--- src/rtl/mem_arb_pkg.sv ---
// Shared types and constants for the icache/dcache main-memory arbiter.
package mem_arb_pkg;

  localparam int ADDR_W_DEF = 32;
  localparam int LINE_W_DEF = 128;
  localparam int MASK_W_DEF = LINE_W_DEF / 8;

  localparam logic [ADDR_W_DEF-1:0] LINE_ALIGN = 32'hFFFF_FFF0;

  localparam logic RR_IC = 1'b0;
  localparam logic RR_DC = 1'b1;

  typedef enum logic [2:0] {
    IDLE,
    IC_RD,
    DC_WR,
    DC_RD,
    RESP
  } state_t;

endpackage

--- src/rtl/rr_arbiter2.sv ---
// Two-requester round-robin picker; the pointer moves away from whichever side was granted.
module rr_arbiter2
  import mem_arb_pkg::*;
(
  input  logic CLK,
  input  logic RST,
  input  logic req_ic,
  input  logic req_dc,
  input  logic en,
  output logic grant_dc
);

  logic ptr_reg;

  always_comb begin
    grant_dc = req_dc & (~req_ic | (ptr_reg == RR_DC));
  end

  always_ff @(posedge CLK) begin
    if (RST) begin
      ptr_reg <= RR_IC;
    end else if (en) begin
      ptr_reg <= grant_dc ? RR_IC : RR_DC;
    end
  end

endmodule

--- src/rtl/mem_arbiter.sv ---
// Serialises icache refills and dcache writebacks/refills/uncached stores onto one line-wide memory port.
module mem_arbiter
  import mem_arb_pkg::*;
#(
  parameter int ADDR_W = ADDR_W_DEF,
  parameter int LINE_W = LINE_W_DEF,
  parameter int MASK_W = MASK_W_DEF
) (
  input  logic              CLK,
  input  logic              RST,
  input  logic              ic_rd,
  input  logic [ADDR_W-1:0] ic_addr,
  output logic [LINE_W-1:0] ic_data,
  output logic              ic_done,
  input  logic              dc_rd,
  input  logic              dc_wr,
  input  logic [ADDR_W-1:0] dc_rd_addr,
  input  logic [ADDR_W-1:0] dc_wr_addr,
  input  logic [LINE_W-1:0] dc_wdata,
  input  logic [MASK_W-1:0] dc_wmask,
  output logic [LINE_W-1:0] dc_data,
  output logic              dc_done,
  output logic              mem_read,
  output logic              mem_write,
  output logic [ADDR_W-1:0] mem_addr,
  output logic [LINE_W-1:0] mem_data_o,
  output logic [MASK_W-1:0] mem_mask,
  input  logic [LINE_W-1:0] mem_data_i,
  input  logic              mem_done
);

  // Built by inverting the offset bits so it stays correct for any address width.
  localparam logic [ADDR_W-1:0] ALIGN = ~ADDR_W'(~LINE_ALIGN);

  state_t            state_reg;
  logic              dc_rd_q_reg;
  logic              rd_issue_reg;
  logic [ADDR_W-1:0] rd_addr_reg;
  logic              grant_dc;
  logic              arb_en;

  assign arb_en = (state_reg == IDLE) && (ic_rd || dc_rd || dc_wr);

  rr_arbiter2 u_rr (
    .CLK      (CLK),
    .RST      (RST),
    .req_ic   (ic_rd),
    .req_dc   (dc_rd | dc_wr),
    .en       (arb_en),
    .grant_dc (grant_dc)
  );

  always_ff @(posedge CLK) begin
    if (RST) begin
      state_reg    <= IDLE;
      dc_rd_q_reg  <= 1'b0;
      rd_issue_reg <= 1'b0;
      rd_addr_reg  <= '0;
      ic_data      <= '0;
      ic_done      <= 1'b0;
      dc_data      <= '0;
      dc_done      <= 1'b0;
      mem_read     <= 1'b0;
      mem_write    <= 1'b0;
      mem_addr     <= '0;
      mem_data_o   <= '0;
      mem_mask     <= '0;
    end else begin
      case (state_reg)
        IDLE: begin
          if (arb_en) begin
            if (grant_dc) begin
              dc_rd_q_reg <= dc_rd;
              rd_addr_reg <= dc_rd_addr & ALIGN;
              if (dc_wr) begin
                state_reg  <= DC_WR;
                mem_write  <= 1'b1;
                mem_addr   <= dc_wr_addr;
                mem_data_o <= dc_wdata;
                mem_mask   <= dc_wmask;
              end else begin
                state_reg <= DC_RD;
                mem_read  <= 1'b1;
                mem_addr  <= dc_rd_addr & ALIGN;
                mem_mask  <= '0;
              end
            end else begin
              state_reg <= IC_RD;
              mem_read  <= 1'b1;
              mem_addr  <= ic_addr & ALIGN;
              mem_mask  <= '0;
            end
          end
        end
        IC_RD: begin
          if (mem_done) begin
            ic_data   <= mem_data_i;
            ic_done   <= 1'b1;
            mem_read  <= 1'b0;
            state_reg <= RESP;
          end
        end
        DC_WR: begin
          if (mem_done) begin
            mem_write <= 1'b0;
            if (dc_rd_q_reg) begin
              state_reg    <= DC_RD;
              rd_issue_reg <= 1'b1;
            end else begin
              dc_done   <= 1'b1;
              state_reg <= RESP;
            end
          end
        end
        DC_RD: begin
          // After a writeback the refill waits one gap cycle before its command.
          if (rd_issue_reg) begin
            rd_issue_reg <= 1'b0;
            mem_read     <= 1'b1;
            mem_addr     <= rd_addr_reg;
            mem_mask     <= '0;
          end else if (mem_done) begin
            dc_data   <= mem_data_i;
            dc_done   <= 1'b1;
            mem_read  <= 1'b0;
            state_reg <= RESP;
          end
        end
        RESP: begin
          ic_done   <= 1'b0;
          dc_done   <= 1'b0;
          state_reg <= IDLE;
        end
        default: state_reg <= IDLE;
      endcase
    end
  end

endmodule
--- config.mk ---
export PLATFORM = sky130hd
export DESIGN_NAME = mem_arbiter
export DESIGN_NICKNAME = d
export VERILOG_FILES = /design/src/rtl/mem_arb_pkg.sv /design/src/rtl/rr_arbiter2.sv /design/src/rtl/mem_arbiter.sv
export SDC_FILE = /design/constraint.sdc
export NUM_CORES = 1
export LEC_CHECK = 0
export BUFFER_PORTS_ARGS = -buffer_cell sky130_fd_sc_hd__buf_2
export CELL_PAD_IN_SITES_DETAIL_PLACEMENT = 1
export CELL_PAD_IN_SITES_GLOBAL_PLACEMENT = 1
export CORE_AREA = 2 2 318 320
export DETAILED_ROUTE_END_ITERATION = 12
export DIE_AREA = 0 0 320 322
export HOLD_SLACK_MARGIN = 0.08
export PLACE_DENSITY = 0.62
export SKIP_CTS_REPAIR_TIMING = 1
export SLEW_MARGIN = 20
export SYNTH_ARGS = -nofsm -noshare
export SYNTH_HDL_FRONTEND = slang
export SYNTH_HIERARCHICAL = 1
export SYNTH_SLANG_ARGS = --single-unit
--- constraint.sdc ---
create_clock -name CLK -period 2.5 [get_ports CLK]
set_input_delay 0.5 -clock CLK [delete_from_list [all_inputs] [get_ports CLK]]
set_output_delay 0.5 -clock CLK [all_outputs]
set_load 0.1 [all_outputs]
# == Word level (Yosys, flattened, before mapping) ==
# Index checks and enable logic that the tools add are counted.
# classes
eq_ne,15
mux,39
bitwise,5
n_reduce_logical,21
# ops
operator,count
32-bit 2-to-1 mux,4
16-bit 2-to-1 mux,4
32-bit one-hot mux with 2 select lines,1
16-bit one-hot mux with 2 select lines,1
3-bit 2-to-1 mux,6
"2-bit inequality test, second input constant",9
3-bit AND reduction,6
1-bit 2-to-1 mux,17
3-bit one-hot mux with 4 select lines,1
5-bit AND reduction,2
2-bit nonzero test,4
"3-bit by 2-bit equality test with 1-bit output, second input constant",2
1-bit one-hot mux with 2 select lines,3
1-bit one-hot mux with 3 select lines,2
3-bit nonzero test,2
2-bit AND reduction,2
4-bit AND reduction,1
"3-bit by 1-bit equality test with 1-bit output, second input constant",1
"3-bit equality test, second input constant",1
3-bit logical NOT,1
"3-bit inequality test, second input constant",1
1-bit logical OR,2
"2-bit by 1-bit inequality test with 1-bit output, second input constant",1
1-bit inverter,2
3 further kinds,4
# totals
ff_bits,470
in_bits,374

# == Depth between registers and ports, before layout ==
# depth
word_depth,6
ltp_mapped,11
mapped_depth_nobuf,5

# == Cells and area by module ==
# Netlist, hierarchy kept.
# by_module_without_submodules
module,instances,cells_each,area_per_inst_um2
mem_arbiter,1,2236,18431.4
rr_arbiter2,1,5,60.1

# == Worst setup path before layout ==
# OpenSTA, ideal clock, no wires.
# synth_timing
path_type,input to register
from,in dc_wr
to,reg mem_addr[29]
setup_time_ns,0.117
arrival_ns,2.435
slack_ns,-0.052
stages,10
path_buffers,5
path_cell_list,buf_2 > buf_2 > buf_2 > or2_2 > and2_2 > inv_1 > clkbuf_1 > clkbuf_1 > o2111ai_1 > o211a_1
# synth_between
elab_chain_len,5
word_cells_on_any_way,10
cone_classes,eq/ne (1); mux (4); bitwise (2); reduce/logical (3)
# synth_rtl
element,line,text
from (decl),mem_arbiter.sv:16,"input logic dc_wr,"
1-bit bitwise OR,mem_arbiter.sv:48,".req_dc (dc_rd | dc_wr),"
1-bit bitwise AND,rr_arbiter2.sv:16,grant_dc = req_dc & (~req_ic | (ptr_reg == RR_DC));
net grant_dc,mem_arbiter.sv:39,logic grant_dc;
32-bit 2-to-1 mux,mem_arbiter.sv:72,if (grant_dc) begin
32-bit 2-to-1 mux,mem_arbiter.sv:71,if (arb_en) begin
32-bit one-hot mux with 2 select lines,mem_arbiter.sv:69,case (state_reg)
to (signal assigned),mem_arbiter.sv:78,mem_addr <= dc_wr_addr;
to (signal assigned),mem_arbiter.sv:84,mem_addr <= dc_rd_addr & ALIGN;
to (signal assigned),mem_arbiter.sv:90,mem_addr <= ic_addr & ALIGN;
to (decl),mem_arbiter.sv:25,"output logic [ADDR_W-1:0] mem_addr,"
# The timed path passes the listed nets, and every way through them passes these cells. The select of a mux whose other input is x is not followed.
# A chain may end at the register's enable or synchronous reset.

# == Worst setup path after layout ==
# layout_timing
from,reg mem_addr[31]
to,out mem_addr[31]
# No word-level cell between the ends.

==> impl_metrics.csv <==
group,metric,value,unit
status,status,"complete, no violations",
place,dp_cells,4166,
floorplanning,die_area,103000,sq um
sta,fmax,469,MHz
detailed_routing,drt_pass1_iterations,4,
floorplanning,die-width,320,um
finish,seq_area,9410,sq um
finish,layout-drive-gt1-share,33.3,%
detailed_routing,num_vias,19600,
finish,reg_top3,"dc_data x128, ic_data x128, mem_data_o x128",
grt,antenna_found_initial,28,
clocking,clkLatencyLatePin,630,ps
power_and_ir_drop,power,23.3,mW
detailed_routing,m1WireLength,34700,um
clocking,cts-htree-levels,2,
setup_path,worstPathRequired,2000,ps
logic_synthesis,yosys_most_used_dff,"dfxtp_1",
place,placed_area,24100,sq um
setup_path,path_cells,"buf_2",
logic_synthesis,ys_seq_elements,470,
floorplanning,io_pins,810,
place,gp_congestion,0.773,
detailed_routing,antenna_left,0,
setup_path,end_kind,"output pin",
logic_synthesis,synth_top_area_cell,"dfxtp_1",
grt,first_global_vias,19700,
detailed_routing,via_per_inst,4.56,
place,portBuffers,801,
sta,fin_worst_skew,15.3,ps
finish,layout_common_cells,"buf_2 (800), dfxtp_1 (469), a21oi_1 (446)",
logic_synthesis,ys_warn_count,6,
sta,setup_viol,0,
grt,grt-ovfl-total,0,
logic_synthesis,ys_async_sr_fraction,0,%
finish,area_growth,41.8,%
sta,fin_setup_tns,0,ps
setup_path,worstSetupPathType,"reg2out",
setup_path,cp_top_family,"buffers and inverters",
finish,multi_input_area,7870,sq um
setup_path,critPathBufInv,1,
detailed_routing,top_layer,"met5",
finish,num-nets-final,3313,
clocking,cts-buffers-inserted,57,
grt,grt_max_degree,108,
floorplanning,die_h,322,um
sta,period_needed,2130,ps
setup_path,cp-start-kind,"register",
clocking,cts_tree,"yes",
detailed_routing,wirelength,86500,um
detailed_routing,wl_per_cell,20.1,um
grt,grt_usage,15.8,%
min_path,hold_path.class,"in2reg",
power_and_ir_drop,pwr_density_cell,887,nW/um^2
detailed_routing,met2_length,42300,um
run,max_cap_viol_count,0,
setup_path,crit_fanout,2,
logic_synthesis,synthCells,2241,
setup_path,cpMaxStageDelayCell,"buf_2",
logic_synthesis,synth_top_cells_by_area,"dfxtp_1 (51%), a21oi_1 (12%), nand3_1 (7.0%)",
grt,grt_pass1_wl,126000,um
setup_path,cp.arrival,1630,ps
logic_synthesis,ys_seq_area_share,50.9,%
sta,hold_viol,0,
floorplanning,rows,116,
logic_synthesis,syn_area_per_cell,8.25,sq um
sta,post-route-period-util,85.4,%
power_and_ir_drop,ir_worst_vdd,465,uV
finish,fin_cells,4295,
setup_path,slowest_delay,510,ps
detailed_routing,drt-initial-drc-count,1132,
logic_synthesis,synth_enable_flop_cells,0,
finish,final_common_cell,"buf_2",
logic_synthesis,synth_cell_types,46,
sta,rsz0062_at_grt,"no",
clocking,clk_pin_slew,60,ps
clocking,cts_root_buffer,"clkbuf_16",
place,dpl.hpwl,59700,um
logic_synthesis,synth.top_cell.area_share,50.9,%
floorplanning,start_util,18.6,%
floorplanning,core,99600,sq um
clocking,clockBufferDepth,3,
power_and_ir_drop,p_leak,11.1,nW
sta,tightest_slew,712,ps
sta,final_max_slew_viol_count,0,
logic_synthesis,netlist_area,18500,sq um
finish,fillers,12000,
detailed_routing,wl_met3,6700,um
clocking,clock-sinks,470,
sta,slew_headroom,52.5,%
finish,post-route-cell-area,26200,sq um
logic_synthesis,synth_nets,2615,
detailed_routing,drcViolationCount,0,
[synthesized netlist by cell type, types with 2 or more instances]
cell	number
a31oi_1	2
mux2i_1	28
and4b_1	2
o21ai_0	254
o211a_1	28
nand4_1	28
o31ai_1	29
buf_2	75
nand2_1	258
a2111oi_0	20
clkbuf_1	162
dfxtp_1	470
a31o_1	19
nor3_1	4
a21oi_1	446
a211oi_1	2
nand2b_1	29
nand3_1	258
o2111ai_1	28
inv_1	52
and3b_1	2
or3_1	2
nor2_1	5
buf_1	8
buf_6	5
o21ai_1	5
[report_power, final]
part	switching (mW)	internal (mW)	total, mW
Combinational	4.96	1.24	6.21
Sequential	0.250	7.96	8.21
Clock	3.48	5.37	8.85
Total	8.69	14.6	23.3
[metal layers]
layer / up-vias / global-route usage, %
met2: 632 / 27.5
met1: 9435 / 18.2
met5: - / 0
met4: 32 / 5.13
met3: 149 / 5.33
li1: 9325 / -
[path summary, 6_finish.rpt]
path                     start  cells after the start             end  slack, ps
setup / recovery  mem_addr[31]                      1    mem_addr[31]        370
hold / removal    dc_wmask[11]                      2    mem_mask[11]        110
hold reg to reg     ic_data[7]                      2      ic_data[7]        450
setup reg to reg  state_reg[1]                      4  mem_data_o[86]        550
[cell type report]
cell class                      instances  area share, %
Antenna cell                           11          0.105
Clock buffer                           80           6.23
Clock inverter                         26           1.35
Inverter                               52          0.754
Multi-Input combinational cell       1469           30.0
Sequential cell                       470           35.9
Tap cell                             1298           6.19
Timing Repair Buffer                  889           19.5
[worst reg2reg max path: stages, from the launching register on]
cell and delay [ps]:
dfxtp_1 590, or3_4 600, buf_12 310, o21ai_0 210, a21oi_1 170
[through the flow]
| step | hold WS [ps] | setup slack (ps) | util, % |
|---|---|---|---|
| 2_1_floorplan | 448 | 17.4 | - |
| 3_3_place_gp | 437 | 256 | 24.2 |
| 3_5_place_dp | 445 | 222 | 24.2 |
| 4_1_cts | 34.4 | 286 | 26.2 |
| 5_1_grt | 80.1 | 298 | 26.3 |
| 6_report | 106 | 366 | 26.3 |
[cell families after synthesis]
kind of cell / count (synthesis) / share of synthesized area [%]
compound gates: 841 / 25.5
buf+inv: 302 / 6.84
flops: 470 / 50.9
mux: 29 / 1.58
simple gates: 599 / 15.2
Note: power is estimated with default switching activity, not from simulation.
